<file path="src/rtl/neopixel_stream_engine_pkg.sv">
// Shared state encoding, default sizing and waveform timing for the WS2812 stream engine.
// No logic of its own; imported by the counters and the engine top.
package neopixel_stream_engine_pkg;

  typedef enum logic {
    ENUM_STATE_TRANSMIT = 1'b0,
    ENUM_STATE_RESET    = 1'b1
  } state_e;

  localparam int BUFFER_END_DEFAULT  = 31;
  localparam int RESET_DELAY_DEFAULT = 385;

  // Number of 8-tick pattern slots the line is held high for each bit value.
  localparam logic [2:0] HIGH_TICKS_ONE  = 3'd5;
  localparam logic [2:0] HIGH_TICKS_ZERO = 3'd2;

  localparam logic [2:0] LAST_PATTERN = 3'd7;
  localparam logic [4:0] LAST_BIT_8   = 5'd7;
  localparam logic [4:0] LAST_BIT_32  = 5'd23;

  function automatic int clog2(input int value);
    int result;
    int remaining;
    result    = 0;
    remaining = value - 1;
    while (remaining > 0) begin
      result    = result + 1;
      remaining = remaining >> 1;
    end
    if (result < 1) begin
      result = 1;
    end
    return result;
  endfunction

endpackage

</file>
<file path="src/rtl/neopixel_stream_engine_counters.sv">
// Tick, bit and pixel counters with overflow flags and the byte address into the pixel buffer.
// Counters update on every enabled tick; they have no stall input and clear while disabled.
module neopixel_stream_counters
  import neopixel_stream_engine_pkg::*;
#(
  parameter int BUFFER_END = BUFFER_END_DEFAULT,
  localparam int BUFFER_BITS = clog2(BUFFER_END + 1)
) (
  input  logic                   clk7mhz,
  input  logic                   reset,
  input  logic                   init,
  input  logic                   advance,
  input  logic                   mode_32bit,
  input  logic                   limit,
  input  logic [12:0]            reg_max,
  output logic [2:0]             bit_pattern_index,
  output logic [2:0]             bit_in_byte,
  output logic [BUFFER_BITS-1:0] mem_addr,
  output logic                   pixel_of
);

  localparam logic [BUFFER_BITS-1:0] END_ADDR    = BUFFER_BITS'(BUFFER_END);
  localparam logic [BUFFER_BITS-1:0] STRIDE_MASK = ~BUFFER_BITS'(3);
  localparam logic [BUFFER_BITS-1:0] STEP_8      = BUFFER_BITS'(1);
  localparam logic [BUFFER_BITS-1:0] STEP_32     = BUFFER_BITS'(4);

  logic [2:0]             bit_pattern_index_q, bit_pattern_index_d;
  logic [4:0]             pixel_bit_index_q, pixel_bit_index_d;
  logic [BUFFER_BITS-1:0] pixel_index_q, pixel_index_d;

  logic [BUFFER_BITS-1:0] pixel_index_max;
  logic [BUFFER_BITS-1:0] pixel_step;
  logic [4:0]             last_bit;
  logic                   pattern_of;
  logic                   bit_of;

  always_comb begin
    pixel_index_max = END_ADDR;
    if (limit) begin
      pixel_index_max = mode_32bit ? BUFFER_BITS'({reg_max, 2'b00}) : BUFFER_BITS'(reg_max);
    end else if (mode_32bit) begin
      pixel_index_max = END_ADDR & STRIDE_MASK;
    end
  end

  always_comb begin
    last_bit   = mode_32bit ? LAST_BIT_32 : LAST_BIT_8;
    pixel_step = mode_32bit ? STEP_32 : STEP_8;
    pattern_of = advance && (bit_pattern_index_q == LAST_PATTERN);
    bit_of     = pattern_of && (pixel_bit_index_q == last_bit);
    // >= rather than == so a max changed mid-frame still ends the frame.
    pixel_of   = bit_of && (pixel_index_q >= pixel_index_max);
  end

  always_comb begin
    bit_pattern_index_d = bit_pattern_index_q;
    pixel_bit_index_d   = pixel_bit_index_q;
    pixel_index_d       = pixel_index_q;
    if (init || !advance) begin
      bit_pattern_index_d = '0;
      pixel_bit_index_d   = '0;
      pixel_index_d       = '0;
    end else begin
      bit_pattern_index_d = bit_pattern_index_q + 3'd1;
      if (pattern_of) begin
        pixel_bit_index_d = bit_of ? 5'd0 : pixel_bit_index_q + 5'd1;
      end
      if (bit_of) begin
        pixel_index_d = pixel_of ? '0 : pixel_index_q + pixel_step;
      end
    end
  end

  always_ff @(posedge clk7mhz) begin
    if (reset) begin
      bit_pattern_index_q <= '0;
      pixel_bit_index_q   <= '0;
      pixel_index_q       <= '0;
    end else begin
      bit_pattern_index_q <= bit_pattern_index_d;
      pixel_bit_index_q   <= pixel_bit_index_d;
      pixel_index_q       <= pixel_index_d;
    end
  end

  always_comb begin
    bit_pattern_index = bit_pattern_index_q;
    bit_in_byte       = pixel_bit_index_q[2:0];
    mem_addr          = pixel_index_q;
    if (mode_32bit) begin
      mem_addr = pixel_index_q + BUFFER_BITS'(pixel_bit_index_q[4:3]);
    end
  end

endmodule

</file>
<file path="src/rtl/neopixel_stream_engine.sv">
// WS2812 serialiser: streams buffer bytes MSB-first as 8-tick bit cells, then holds a latch reset.
// neoData lags the counters by one tick; a dropped run aborts the frame, a started reset always completes.
module neopixel_stream_engine
  import neopixel_stream_engine_pkg::*;
#(
  parameter int BUFFER_END  = BUFFER_END_DEFAULT,
  parameter int RESET_DELAY = RESET_DELAY_DEFAULT,
  localparam int BUFFER_BITS = clog2(BUFFER_END + 1)
) (
  input  logic                   clk7mhz,
  input  logic                   reset,
  input  logic                   reg_ctrl_init,
  input  logic                   reg_ctrl_run,
  input  logic                   reg_ctrl_loop,
  input  logic                   reg_ctrl_limit,
  input  logic                   reg_ctrl_32bit,
  input  logic [12:0]            reg_max,
  output logic [BUFFER_BITS-1:0] memAddr,
  input  logic [7:0]             memData,
  output logic                   neoData,
  output logic                   neoState,
  output logic                   pixelsSync,
  output logic                   stateReset,
  output logic                   runClear
);

  localparam logic [9:0] DELAY_LAST = 10'(RESET_DELAY);

  state_e     state_q, state_d;
  logic [9:0] delay_count_q, delay_count_d;
  logic       neo_data_q, neo_data_d;
  logic       pixels_sync_q, pixels_sync_d;
  logic       state_reset_q, state_reset_d;
  logic       run_clear_q, run_clear_d;

  logic       stream_output;
  logic [2:0] bit_pattern_index;
  logic [2:0] bit_in_byte;
  logic       pixel_of;
  logic       data_bit;
  logic [2:0] high_ticks;

  assign stream_output = reg_ctrl_run && (state_q == ENUM_STATE_TRANSMIT);

  neopixel_stream_counters #(
    .BUFFER_END (BUFFER_END)
  ) u_counters (
    .clk7mhz           (clk7mhz),
    .reset             (reset),
    .init              (reg_ctrl_init),
    .advance           (stream_output),
    .mode_32bit        (reg_ctrl_32bit),
    .limit             (reg_ctrl_limit),
    .reg_max           (reg_max),
    .bit_pattern_index (bit_pattern_index),
    .bit_in_byte       (bit_in_byte),
    .mem_addr          (memAddr),
    .pixel_of          (pixel_of)
  );

  always_comb begin
    data_bit   = memData[3'd7 - bit_in_byte];
    high_ticks = data_bit ? HIGH_TICKS_ONE : HIGH_TICKS_ZERO;
  end

  always_comb begin
    state_d       = state_q;
    delay_count_d = delay_count_q;
    pixels_sync_d = pixels_sync_q;
    state_reset_d = state_reset_q;
    run_clear_d   = 1'b0;
    neo_data_d    = 1'b0;
    if (reg_ctrl_init) begin
      state_d       = ENUM_STATE_TRANSMIT;
      delay_count_d = '0;
      pixels_sync_d = 1'b0;
      state_reset_d = 1'b0;
    end else begin
      case (state_q)
        ENUM_STATE_TRANSMIT: begin
          neo_data_d = stream_output && (bit_pattern_index < high_ticks);
          // Raise the sync flags on the entry edge so they span the whole latch reset.
          if (pixel_of) begin
            state_d       = ENUM_STATE_RESET;
            pixels_sync_d = 1'b1;
            state_reset_d = 1'b1;
          end
        end
        ENUM_STATE_RESET: begin
          if (delay_count_q > DELAY_LAST) begin
            delay_count_d = '0;
            pixels_sync_d = 1'b0;
            state_reset_d = 1'b0;
            state_d       = ENUM_STATE_TRANSMIT;
          end else begin
            delay_count_d = delay_count_q + 10'd1;
            pixels_sync_d = 1'b1;
            state_reset_d = 1'b1;
            run_clear_d   = (delay_count_q == DELAY_LAST) && !reg_ctrl_loop;
          end
        end
        default: begin
          state_d = ENUM_STATE_TRANSMIT;
        end
      endcase
    end
  end

  always_ff @(posedge clk7mhz) begin
    if (reset) begin
      state_q       <= ENUM_STATE_TRANSMIT;
      delay_count_q <= '0;
      neo_data_q    <= 1'b0;
      pixels_sync_q <= 1'b0;
      state_reset_q <= 1'b0;
      run_clear_q   <= 1'b0;
    end else begin
      state_q       <= state_d;
      delay_count_q <= delay_count_d;
      neo_data_q    <= neo_data_d;
      pixels_sync_q <= pixels_sync_d;
      state_reset_q <= state_reset_d;
      run_clear_q   <= run_clear_d;
    end
  end

  assign neoData    = neo_data_q;
  assign neoState   = state_q;
  assign pixelsSync = pixels_sync_q;
  assign stateReset = state_reset_q;
  assign runClear   = run_clear_q;

endmodule

</file>
<file path="config.mk">
export PLATFORM = sky130hd
export DESIGN_NAME = neopixel_stream_engine
export DESIGN_NICKNAME = d
export VERILOG_FILES = /design/src/rtl/neopixel_stream_engine_pkg.sv /design/src/rtl/neopixel_stream_engine_counters.sv /design/src/rtl/neopixel_stream_engine.sv
export SDC_FILE = /design/constraint.sdc
export NUM_CORES = 1
export LEC_CHECK = 0
export CAP_MARGIN = 20
export CORE_MARGIN = 4
export CORE_UTILIZATION = 54
export DETAILED_ROUTE_END_ITERATION = 8
export PLACE_DENSITY = 0.91
export SETUP_SLACK_MARGIN = 0.15
export SYNTH_ARGS = -nofsm -noshare
export SYNTH_HDL_FRONTEND = slang
export SYNTH_SLANG_ARGS = --single-unit
</file>
<file path="constraint.sdc">
create_clock -name clk7mhz -period 3.1 [get_ports clk7mhz]
set_input_delay 0.31 -clock clk7mhz [delete_from_list [all_inputs] [get_ports clk7mhz]]
set_output_delay 0.31 -clock clk7mhz [all_outputs]
set_load 0.005 [all_outputs]
</file>
==> metrics.md, run 1 <==
| Metric | Value |
|---|---|
| Final Instance Count excl. Fillers | `238` |
| Sequential group share of total power | `62.7%` |
| Max stage delay cell, worst path | `sky130_fd_sc_hd__clkdlybuf4s50_1` |
| Hold Path Class | `flip-flop to flip-flop` |
| Clk Latency, worst-skew pair | `0.32 ns` |
| Clock tree from TritonCTS | `yes` |
| Hold EP | `u_counters.bit_pattern_index[0]$_SDFF_PP0_` |
| Number of synthesized flops with an enable pin | `0` |
| Worst reg2reg endpoint | `neoData$_SDFF_PP0_` |
| Placement Cell Area | `1960 um^2` |
| Slew of the pin with the lowest slew margin | `0.482 ns` |
| Final weighted congestion of routability-driven global placement | `0.814` |
| Area of the die | `4010 um^2` |
| Cell leakage power | `about 0.78 nW` |
| Hold path depth | `1` |
| Synth Area in Compound Gates | `between 10% and 20%` |
| Cell chain of the critical path | `inv_1 -> fa_1 -> nand4b_1 -> xnor2_1 -> clkdlybuf4s50_1` |
| Switching share of power | `22.2%` |
| DRC violation count after routing | `0` |
| Die boundary height | `approximately 63 um` |
| Clock network fraction of design power | `26.3%` |
| Max-slew headroom | `67.9%` |
| Pin count of the biggest net entering global routing | `16` |
| Number of global-route vias before repair | `1364` |
| Cells on worst reg2reg path | `6` |
| Status | `finished, final reports clean` |
| Mean Syn Cell Area | `9.34 um^2` |
| Minimum clock period | `2.59 ns` |
| Number of max-slew violations in the final report | `0` |
| Setup repair after global routing missed its margin | `false` |
| Clock Tree Root | `sky130_fd_sc_hd__clkbuf_4` |
| Final TNS setup | `0 ns` |
| Req. time, crit path | `2.79 ns` |
| Setup slack of the worst register-to-register path | `1.04 ns` |
| Simple-gate share of the synthesized area | `21.4%` |
| Count of state elements after synthesis | `27` |
| Via Count | `1392` |
| Critical hold path startpoint | `u_counters.bit_pattern_index[0]$_SDFF_PP0_` |
| Sequential cell area | `approximately 540 um^2` |
| Proportion of synthesized area in mux cells | `5.00%` |
| Delay of the slowest critical-path stage | `~0.52 ns` |
| Buffers on Ports | `29` |
| Highest clock rate | `between 0.3 and 0.4 GHz` |
| Fin. Hold Viols | `0` |
| Highest-count cells in the layout ignoring fill and taps | `sky130_fd_sc_hd__clkdlybuf4s50_1, sky130_fd_sc_hd__dfxtp_1, sky130_fd_sc_hd__ha_1` |
| Layout fillers | `around 220` |
| Post-synthesis share of cell area spent on full adders, half adders and majority gates | `14.8%` |
| Number of placed cells counting well taps | `234` |
| Crit path DAT | `2.28 ns` |
| Worst setup path category | `flip-flop to primary output` |
| Dpl hpwl | `approximately 2.8 mm` |
| Max H-tree Level | `1` |
| Clock buffers created by TritonCTS | `3` |
| Worst clock skew | `0.00748 ns` |
| Initial DRT Pass Iterations | `4` |
| Net Sw Power | `0.123 mW` |
| Detail-routed via count per cell | `5.85` |
| Max Cap Viol | `0` |
| Worst Setup End Kind | `primary output` |
| Number of failing setup endpoints in the final timing report | `0` |
| Syn-to-layout area delta | `20.0%` |
| Mapped Cells | `about 180` |
| Fraction of final layout cells sized beyond drive strength 1 | `8.70%` |
| Final Instance Area | `1980 um^2` |
| Xor and xnor fraction of the mapped netlist area | `7.95%` |
| YS warnings | `0` |
| Reg2reg start | `u_counters.pixel_bit_index_q[1]$_SDFFE_PP0P_` |
| Initial Utilization | `approximately 58%` |
| Number of gates given a new drive strength after cts | `0` |
| Number of top-level pins | `38` |
| Total standard cell area after synthesis | `between 1500 and 2000 um^2` |
| Number of setup buffers added after CTS | `0` |
| Sum of routed wire length over all layers | `3.46 mm` |
| Final nets | `255` |
| Average wire per cell in the routed design | `14.5 um` |
| Fraction of synthesis flops using an asynchronous set or reset pin | `0%` |
| Total nets after synthesis | `224` |
| Most frequent standard cell in the layout excluding fill and tap cells | `sky130_fd_sc_hd__clkdlybuf4s50_1` |
| Horizontal die dimension | `63.3 um` |
| Violation count after the first detailed-route iteration | `64` |
| Antenna diodes | `0` |
| Dominant combinational cell family by area after synthesis | `simple AND/OR/NAND/NOR gates` |
| Maximum fanout encountered on the critical timing path | `7` |
| Number of nets with antenna violations after routing | `0` |
| IR Drop Worst-Case VDD | `~0.00026 V` |
| Number of antenna violations at the first check in global routing | `0` |
| Register area share after synthesis | `32.7%` |
| Element type at the critical path start | `flip-flop` |
| Cts hold-fix bufs | `0` |
| First-pass GRT wire length | `5.89 mm` |
| Combinational group share of total power | `11.0%` |
| Core area | `2830 um^2` |
| Top_reg_cell synth | `sky130_fd_sc_hd__dfxtp_1` |
| Clk sink count | `27` |
| Overflow after GRT | `0` |
| Pint | `0.433 mW` |
| Rows | `19` |
| Multi-input combinational cell area | `1040 um^2` |
| Power Density | `281 nW/um^2` |
| Total routing resource utilization after global routing | `17.7%` |
| Clock buffer depth | `2` |
| Clock transition at the registers of the reported paths | `0.14 ns` |
| Number of library cell types mapped by synthesis | `47` |
| Period utilisation layout | `83.5%` |
[power by group through the flow]
stage               combinational, mW  sequential [mW]  clock (mW)
floorplan                      0.0255            0.356           0
global placement               0.0576            0.356           0
detailed placement             0.0613            0.356           0
CTS                            0.0617            0.349       0.152
global route                   0.0671            0.349       0.168
finish                         0.0614            0.349       0.146
[worst max-delay path: cells and delay by family, from the launching register on]
kind	cells	cell delay, ns
xor+xnor	1	0.16
fa+ha+maj	1	0.46
buf+inv	2	0.63
flops	1	0.50
simple gates	1	0.22
[metrics by stage]
step                      worst slack (ns)  utilization, %  hold WS, ns  power [mW]
after global placement               0.801            69.1        0.432       0.414
after detailed placement             0.635            69.1        0.446       0.418
after floorplan                       1.20               -        0.379       0.382
after global routing                 0.374            70.1        0.494       0.585
after CTS                            0.488            70.1        0.472       0.563
final                                0.511            70.1        0.466       0.557
[layer usage]
layer,global-route usage [%],vias up,part of all wire [%]
li1,-,684,-
met4,2.16,0,0.72
met3,4.62,4,6.2
met5,0,-,0
met2,32.6,42,51
met1,20.9,662,42
[layout make-up]
cell class / instances / share of cell area, %
Tap cell: 31 / 1.96
Clock inverter: 1 / 0.252
Multi-Input combinational cell: 135 / 52.3
Inverter: 11 / 2.08
Timing Repair Buffer: 30 / 15.0
Clock buffer: 3 / 1.14
Sequential cell: 27 / 27.3
[cell usage after synthesis (2+ instances only)]
cell	instances	area, um^2
sky130_fd_sc_hd__dfxtp_1	27	541
sky130_fd_sc_hd__ha_1	18	225
sky130_fd_sc_hd__nor2_1	17	63.8
sky130_fd_sc_hd__nand2_1	11	41.3
sky130_fd_sc_hd__xnor2_1	11	96.3
sky130_fd_sc_hd__inv_1	10	37.5
sky130_fd_sc_hd__a21oi_1	9	45.0
sky130_fd_sc_hd__nand3_1	5	25.0
sky130_fd_sc_hd__nor2b_1	5	31.3
sky130_fd_sc_hd__and2_1	4	25.0
sky130_fd_sc_hd__and3_1	4	25.0
sky130_fd_sc_hd__nand2b_1	4	25.0
sky130_fd_sc_hd__nand4_1	4	25.0
sky130_fd_sc_hd__xor2_1	4	35.0
sky130_fd_sc_hd__a211oi_1	3	22.5
sky130_fd_sc_hd__a31oi_1	3	18.8
sky130_fd_sc_hd__o21ai_2	3	26.3
sky130_fd_sc_hd__a21o_1	2	15.0
sky130_fd_sc_hd__buf_6	2	22.5
sky130_fd_sc_hd__mux2i_1	2	20.0
sky130_fd_sc_hd__o211a_1	2	20.0
sky130_fd_sc_hd__o211ai_1	2	15.0
[sequential cells by signal, indices dropped and copies added, names as in the netlist]
signal and cells:
delay_count_q 10, u_counters.pixel_bit_index_q 5, u_counters.pixel_index_q 5, u_counters.bit_pattern_index 3
neoData 1, neoState 1, runClear 1, stateReset 1
[worst max path at each step]
stage	startpoint	to	cells past startpoint
4_1_cts	u_counters.pixel_index_q[1]$_SDFFE_PP0P_	memAddr[4]	5
2_1_floorplan	reg_ctrl_32bit	u_counters.pixel_index_q[2]$_SDFFE_PP0P_	9
3_5_place_dp	reg_ctrl_32bit	u_counters.pixel_index_q[0]$_SDFFE_PP0P_	9
3_3_place_gp	reg_ctrl_32bit	u_counters.pixel_index_q[2]$_SDFFE_PP0P_	9
5_1_grt	u_counters.pixel_index_q[1]$_SDFFE_PP0P_	memAddr[4]	5
6_report	u_counters.pixel_index_q[1]$_SDFFE_PP0P_	memAddr[4]	5
[cell families (layout without fill, tap and decap cells)]
kind of cell               after synthesis  in the layout
AOI/OAI and AO/OA                       31             31
xor gates and xnor gates                15             15
adders and majority gates               19             19
buffers and inverters                   15             45
DFF                                     27             27
muxes                                    5              5
and+or+nand+nor                         65             65
Note: power is estimated with default switching activity, not from simulation.
==> run 2: changes to the inputs <==
Settings changed: CORE_UTILIZATION 54 to 45, PLACE_DENSITY 0.91 to 0.82.
Clock period 3.1 ns to 2.3 ns, I/O delays scaled along.
==> metrics.md, run 2 (synthesis results as in run 1) <==
| Metric | Value |
|---|---|
| Setup repair after global routing missed its margin | `true` |
| Overflow after GRT | `0 (unchanged)` |
| Final Instance Area | `2060 um^2 (+3.7%)` |
| Worst clock skew | `0.00623 ns (-0.00125 ns)` |
| Placement-stage worst setup slack | `-0.00569 ns (-0.641 ns)` |
| Fin. Hold Viols | `0 (unchanged)` |
| Worst reg2reg endpoint | `neoData$_SDFF_PP0_` |
| Detail-routed via count per cell | `5.21 (-11%)` |
| Largest reg by FF count | `delay_count_q` |
| Initial Utilization | `48.0% (-10 points)` |
| Status | `finished, final reports clean` |
| Violation count after the first detailed-route iteration | `75 (+17%)` |
| First-pass GRT wire length | `5.24 mm (-11%)` |
| Dpl hpwl | `2.47 mm (-10%)` |
| Max-slew headroom | `70.9% (+3.1 points)` |
| Core area | `3440 um^2 (+22%)` |
| Clock Tree Root | `sky130_fd_sc_hd__clkbuf_8` |
| Placement Cell Area | `1990 um^2 (+1.7%)` |
| Fraction of final layout cells sized beyond drive strength 1 | `11.8% (+3.2 points)` |
| Worst Setup End Kind | `primary output` |
| Number of global-route vias before repair | `1242 (-8.9%)` |
| Power, Total | `0.829 mW (+49%)` |
| Req. time, crit path | `2.07 ns (-0.72 ns)` |
| Final weighted congestion of routability-driven global placement | `0.780 (-4.1%)` |
| Pin count of the biggest net entering global routing | `17 (+1)` |
| Worst setup path category | `flip-flop to primary output` |
| Multi-input combinational cell area | `1040 um^2 (+0.12%)` |
| Cells on worst reg2reg path | `6 (unchanged)` |
| Horizontal die dimension | `68.6 um (+8.3%)` |
| Cell leakage power | `0.836 nW (+7.4%)` |
| Period utilisation layout | `89.8%` |
| Final nets | `259 (+1.6%)` |
| Reg2reg start | `u_counters.pixel_bit_index_q[1]$_SDFFE_PP0P_` |
| Total routing resource utilization after global routing | `14.4% (-3.3 points)` |
| Slew of the pin with the lowest slew margin | `0.435 ns (-0.0469 ns)` |
| Die boundary height | `68.6 um (+8.3%)` |
| DRC violation count after routing | `0 (unchanged)` |
| Initial DRT Pass Iterations | `4 (unchanged)` |
| Clk Latency, worst-skew pair | `0.28 ns (-0.04 ns)` |
| Number of top-level pins | `38 (unchanged)` |
| Utilization after layout | `59.7% (-10 points)` |
| Top Registers | `delay_count_q (10), u_counters.pixel_bit_index_q (5), u_counters.pixel_index_q (5)` |
| Syn-to-layout area delta | `24.4%` |
| Maximum fanout encountered on the critical timing path | `2 (-5)` |
| Sum of routed wire length over all layers | `3.20 mm (-7.6%)` |
| Hold Path Class | `flip-flop to flip-flop` |
| Cts hold-fix bufs | `0 (unchanged)` |
| Number of max-slew violations in the final report | `0 (unchanged)` |
| Setup slack of the worst register-to-register path | `0.29 ns (-0.75 ns)` |
| Max Cap Viol | `0 (unchanged)` |
| Endpoint of the worst setup timing path | `memAddr[4]` |
| Flip-flop count of the largest register, all copies and words added | `10 (unchanged)` |
| Element type at the critical path start | `flip-flop` |
| Via Count | `1339 (-3.8%)` |
| IR Drop Worst-Case VDD | `0.000175 V (-32%)` |
| Max H-tree Level | `1 (unchanged)` |
| Minimum clock period | `2.07 ns` |
| Antenna diodes | `0 (unchanged)` |
| Number of failing setup endpoints in the final timing report | `0 (unchanged)` |
| Highest-count cells in the layout ignoring fill and taps | `sky130_fd_sc_hd__dfxtp_1, sky130_fd_sc_hd__clkdlybuf4s50_1, sky130_fd_sc_hd__ha_1` |
| Clock transition at the registers of the reported paths | `0.10 ns (-0.04 ns)` |
| Number of nets with antenna violations after routing | `0 (unchanged)` |
| Highest clock rate | `0.484 GHz` |
| Clock tree from TritonCTS | `yes` |
| Average wire per cell in the routed design | `12.4 um (-14%)` |
| Critical path launch point | `u_counters.pixel_index_q[0]$_SDFFE_PP0P_` |
| Sequential cell area | `543 um^2 (+0.46%)` |
| Layout fillers | `300 (+35%)` |
| Buffers on Ports | `29 (unchanged)` |
| Number of antenna violations at the first check in global routing | `0 (unchanged)` |
| Clock buffers created by TritonCTS | `3 (unchanged)` |
| Area of the die | `4710 um^2 (+17%)` |
| Slack of the critical path | `0.234 ns (-0.277 ns)` |
| Power Density | `403 nW/um^2 (+44%)` |
| Rows | `21 (+2)` |
| Clock buffer depth | `2 (unchanged)` |
| Crit path DAT | `1.84 ns (-0.44 ns)` |
| Final TNS setup | `0 ns (unchanged)` |
| Clk sink count | `27 (unchanged)` |
run 2: cell count changes in the layout (fill, tap and decap cells not counted), moves of 2 or more:
cell	change
sky130_fd_sc_hd__clkbuf_4	-3
sky130_fd_sc_hd__dfxtp_1	-2
sky130_fd_sc_hd__buf_4	+4
sky130_fd_sc_hd__dlygate4sd2_1	+3
sky130_fd_sc_hd__clkbuf_8	+3
sky130_fd_sc_hd__dfxtp_2	+2
sky130_fd_sc_hd__clkdlybuf4s50_1	-4
run 2: repair_timing:
item,in CTS,in global routing
gates cloned,0,0
resized for setup,5,2
endpoints found under the setup margin,3,3
setup buffers,2,0
pin swaps,1,1
run 2: how the worst min path moves through the flow:
stage / from / endpoint / slack, ns / cells after the start
finish: u_counters.bit_pattern_index[0]$_SDFF_PP0_ / u_counters.bit_pattern_index[0]$_SDFF_PP0_ / 0.45 / 1
global route: u_counters.bit_pattern_index[0]$_SDFF_PP0_ / u_counters.bit_pattern_index[0]$_SDFF_PP0_ / 0.49 / 1
CTS: u_counters.bit_pattern_index[0]$_SDFF_PP0_ / u_counters.bit_pattern_index[0]$_SDFF_PP0_ / 0.46 / 1
detailed placement: u_counters.bit_pattern_index[0]$_SDFF_PP0_ / u_counters.bit_pattern_index[0]$_SDFF_PP0_ / 0.44 / 1
global placement: u_counters.bit_pattern_index[0]$_SDFF_PP0_ / u_counters.bit_pattern_index[0]$_SDFF_PP0_ / 0.44 / 1
floorplan: reg_ctrl_init / delay_count_q[1]$_SDFFE_PP0P_ / 0.30 / 1
run 2: per-layer routing:
layer | vias up | GRT usage [%] | part of all wire [%]
met4 | 0 | 5.21 | 1.5
met2 | 23 | 24.1 | 47
met5 | - | 0 | 0
li1 | 690 | - | -
met1 | 621 | 18.8 | 47
met3 | 5 | 1.78 | 4.3
run 2: layout make-up:
cell class / instances / share of cell area [%]
flip-flops and latches: 27 / 26.4
clock inverters: 1 / 0.365
well taps: 46 / 2.80
clock buffers: 3 / 2.01
inverters: 11 / 2.01
multi-input cells: 135 / 50.5
repair buffers: 34 / 15.9
run 2: critical path, stage by stage, from the launching register on:
cell	delay (ns)
sky130_fd_sc_hd__dfxtp_2	0.36
sky130_fd_sc_hd__ha_1	0.16
sky130_fd_sc_hd__inv_1	0.05
sky130_fd_sc_hd__fa_1	0.37
sky130_fd_sc_hd__nand4b_1	0.20
sky130_fd_sc_hd__xnor2_1	0.15
sky130_fd_sc_hd__dlygate4sd2_1	0.26
run 2: report_power, final:
part           internal, mW  switching [mW]  leakage [nW]
Combinational        0.0494          0.0318         0.595
Sequential            0.469        0.000788         0.219
Clock                 0.123           0.155        0.0217
Total                 0.641           0.188         0.836
run 2: metrics by stage:
| stage | hold WS [ns] | std cells |
|---|---|---|
| after CTS | 0.461 | 257 |
| after detailed placement | 0.439 | 251 |
| after global placement | 0.435 | 251 |
| final | 0.452 | 257 |
| after global routing | 0.494 | 257 |
| after floorplan | 0.299 | 177 |
==> run 3: changes to the inputs <==
Settings changed: PLACE_DENSITY 0.82 to 0.79.
Clock period 2.3 ns to 2.65 ns, I/O delays scaled along.
==> metrics.md, run 3 (synthesis results as in run 1) <==
| Metric | Value |
|---|---|
| Highest clock rate | `0.436 GHz` |
| Worst Setup End Kind | `primary output` |
| Final TNS setup | `0 ns (unchanged)` |
| Minimum clock period | `2.30 ns` |
| Syn-to-layout area delta | `23.8%` |
| Buffers on Ports | `29 (unchanged)` |
| Element type at the critical path start | `flip-flop` |
| Period utilisation layout | `between 80% and 90%` |
| Average wire per cell in the routed design | `12.4 um (-0.48%)` |
| Antenna diodes | `0 (unchanged)` |
| Dpl hpwl | `2.50 mm (+1.2%)` |
| Top Registers | `delay_count_q (10), u_counters.pixel_bit_index_q (5), u_counters.pixel_index_q (5)` |
| Hold Path Class | `flip-flop to flip-flop` |
| Violation count after the first detailed-route iteration | `68 (-9.3%)` |
| Die boundary height | `68.6 um (unchanged)` |
| Final nets | `257 (-0.77%)` |
| Maximum fanout encountered on the critical timing path | `4 (+2)` |
| Cell leakage power | `0.812 nW (-2.8%)` |
| DRC violation count after routing | `0 (unchanged)` |
| Detail-routed via count per cell | `5.30 (+1.7%)` |
| Most frequent standard cell in the layout excluding fill and tap cells | `sky130_fd_sc_hd__clkdlybuf4s50_1` |
| Number of nets with antenna violations after routing | `0 (unchanged)` |
| Initial Utilization | `48.0% (unchanged)` |
| Crit path DAT | `2.03 ns (+0.19 ns)` |
| Number of global-route vias before repair | `1194 (-3.9%)` |
| First-pass GRT wire length | `5.09 mm (-2.9%)` |
| Layout fillers | `312 (+4.0%)` |
| Initial DRT Pass Iterations | `4 (unchanged)` |
| Number of antenna violations at the first check in global routing | `0 (unchanged)` |
| Pin count of the biggest net entering global routing | `17 (unchanged)` |
| Number of max-slew violations in the final report | `0 (unchanged)` |
| Clock transition at the registers of the reported paths | `0.10 ns (about the same)` |
| Utilization after layout | `59.4% (-0.29 points)` |
| Max Cap Viol | `0 (unchanged)` |
| Slew of the pin with the lowest slew margin | `0.458 ns (+0.0229 ns)` |
| Number of top-level pins | `38 (unchanged)` |
| Highest-count cells in the layout ignoring fill and taps | `sky130_fd_sc_hd__clkdlybuf4s50_1, sky130_fd_sc_hd__dfxtp_1, sky130_fd_sc_hd__ha_1` |
| Max stage delay cell, worst path | `sky130_fd_sc_hd__clkdlybuf4s50_1` |
| Rows | `21 (unchanged)` |
| Status | `finished, final reports clean` |
| Slack of the critical path | `0.355 ns (+0.120 ns)` |
| Sum of routed wire length over all layers | `3.16 mm (-1.3%)` |
| IR Drop Worst-Case VDD | `0.000242 V (+38%)` |
| Clk sink count | `27 (unchanged)` |
| Sequential group share of total power | `57.0% (+0.4 points)` |
| Core area | `3440 um^2 (unchanged)` |
| Total routing resource utilization after global routing | `14.1% (-0.31 points)` |
| Clock network fraction of design power | `33.2% (-0.4 points)` |
| Max H-tree Level | `1 (unchanged)` |
| Clk Latency, worst-skew pair | `0.27 ns (about the same)` |
| Placement-stage worst setup slack | `0.386 ns (+0.391 ns)` |
| Reg2reg start | `u_counters.pixel_bit_index_q[1]$_SDFFE_PP0P_` |
| Flip-flop count of the largest register, all copies and words added | `10 (unchanged)` |
| Clock Tree Root | `sky130_fd_sc_hd__clkbuf_8` |
| Setup slack of the worst register-to-register path | `0.60 ns (+0.31 ns)` |
| Via Count | `1351 (+0.90%)` |
| Clock buffer depth | `2 (unchanged)` |
| Final weighted congestion of routability-driven global placement | `0.812 (+4.0%)` |
| Overflow after GRT | `0 (unchanged)` |
| Pint | `0.555 mW (-13%)` |
| Combinational group share of total power | `9.8% (about the same)` |
| Sequential cell area | `546 um^2 (+0.46%)` |
| Area of the die | `4710 um^2 (unchanged)` |
| Clock tree from TritonCTS | `yes` |
| Delay of the slowest critical-path stage | `0.52 ns (+0.15 ns)` |
| Req. time, crit path | `2.38 ns (+0.31 ns)` |
| Setup repair after global routing missed its margin | `false` |
| Fin. Hold Viols | `0 (unchanged)` |
| Horizontal die dimension | `68.6 um (unchanged)` |
| Power Density | `349 nW/um^2 (-14%)` |
| Largest reg by FF count | `delay_count_q` |
| Multi-input combinational cell area | `1040 um^2 (-0.12%)` |
| Clock buffers created by TritonCTS | `3 (unchanged)` |
| Buffers & Inverters on Critical Path | `2 (unchanged)` |
| Cts hold-fix bufs | `0 (unchanged)` |
| Switching share of power | `22.2% (-0.44 points)` |
| Net Sw Power | `0.158 mW (-16%)` |
| Cell chain of the critical path | `ha_1 -> inv_1 -> fa_1 -> nand2b_1 -> xnor2_1 -> clkdlybuf4s50_1` |
| Fraction of final layout cells sized beyond drive strength 1 | `10.5% (-1.3 points)` |
| Max-slew headroom | `69.5% (-1.5 points)` |
| Critical path's top delay family | `buffers and inverters` |
| Worst clock skew | `0.00752 ns (+0.00129 ns)` |
| Number of failing setup endpoints in the final timing report | `0 (unchanged)` |
| Critical hold path startpoint | `u_counters.bit_pattern_index[0]$_SDFF_PP0_` |
| Worst setup path category | `flip-flop to primary output` |
| Critical path launch point | `u_counters.pixel_index_q[0]$_SDFFE_PP0P_` |
run 3: cell types whose count changed in the layout (fill, tap and decap cells not counted):
cell and change:
sky130_fd_sc_hd__and4_2 -1, sky130_fd_sc_hd__and4_1 +1, sky130_fd_sc_hd__dfxtp_4 +1, sky130_fd_sc_hd__buf_4 -2, sky130_fd_sc_hd__dlygate4sd2_1 -3, sky130_fd_sc_hd__clkdlybuf4s50_1 +3, sky130_fd_sc_hd__dfxtp_2 -1
run 3: power groups by stage:
stage	sequential, mW	clock (mW)	combinational, mW
after floorplan	0.417	0	0.0298
after global placement	0.417	0	0.0690
after detailed placement	0.417	0	0.0705
after CTS	0.408	0.244	0.0712
after global routing	0.407	0.261	0.0772
final	0.406	0.237	0.0700
run 3: final timing paths:
check                                               endpoint  cells past startpoint
setup / recovery                                  memAddr[2]                      6
hold / removal    u_counters.bit_pattern_index[0]$_SDFF_PP0_                      1
setup reg to reg                          neoData$_SDFF_PP0_                      6
hold reg to reg   u_counters.bit_pattern_index[0]$_SDFF_PP0_                      1
run 3: worst reg2reg max path: cells and delay by family, from the launching register on:
kind	cells	cell delay, ns
mux	2	0.85
flops	1	0.46
compound gates	2	0.31
fa+ha+maj	1	0.27
buf+inv	1	0.07
run 3: cell type report:
type	instances	share of cell area (%)
Clock inverter	1	0.367
Timing Repair Buffer	32	15.4
Inverter	11	2.02
Clock buffer	3	2.02
Multi-Input combinational cell	135	50.7
Sequential cell	27	26.7
Tap cell	46	2.81
run 3: timing repair:
action / in CTS / in global routing
hold endpoints to repair: 0 / 0
gates resized for setup: 0 / 4
endpoints found under the setup margin: 0 / 1
setup buffers: 0 / 1
run 3: metrics by stage:
stage | instances | total power, mW | instance area (um^2) | hold slack, ns
global route | 255 | 0.745 | 2050 | 0.471
detailed placement | 250 | 0.488 | 1980 | 0.439
global placement | 250 | 0.486 | 1980 | 0.433
CTS | 254 | 0.723 | 2030 | 0.460
finish | 255 | 0.713 | 2050 | 0.453
floorplan | 177 | 0.447 | 1650 | 0.334
run 3: metal layers:
layer  GRT usage (%)  wire (um)  vias up
met5               0          0        -
met4            2.23         21        0
met3            3.89        177        2
met2            24.3       1500       31
met1            17.6       1460      628
li1                -          -      690
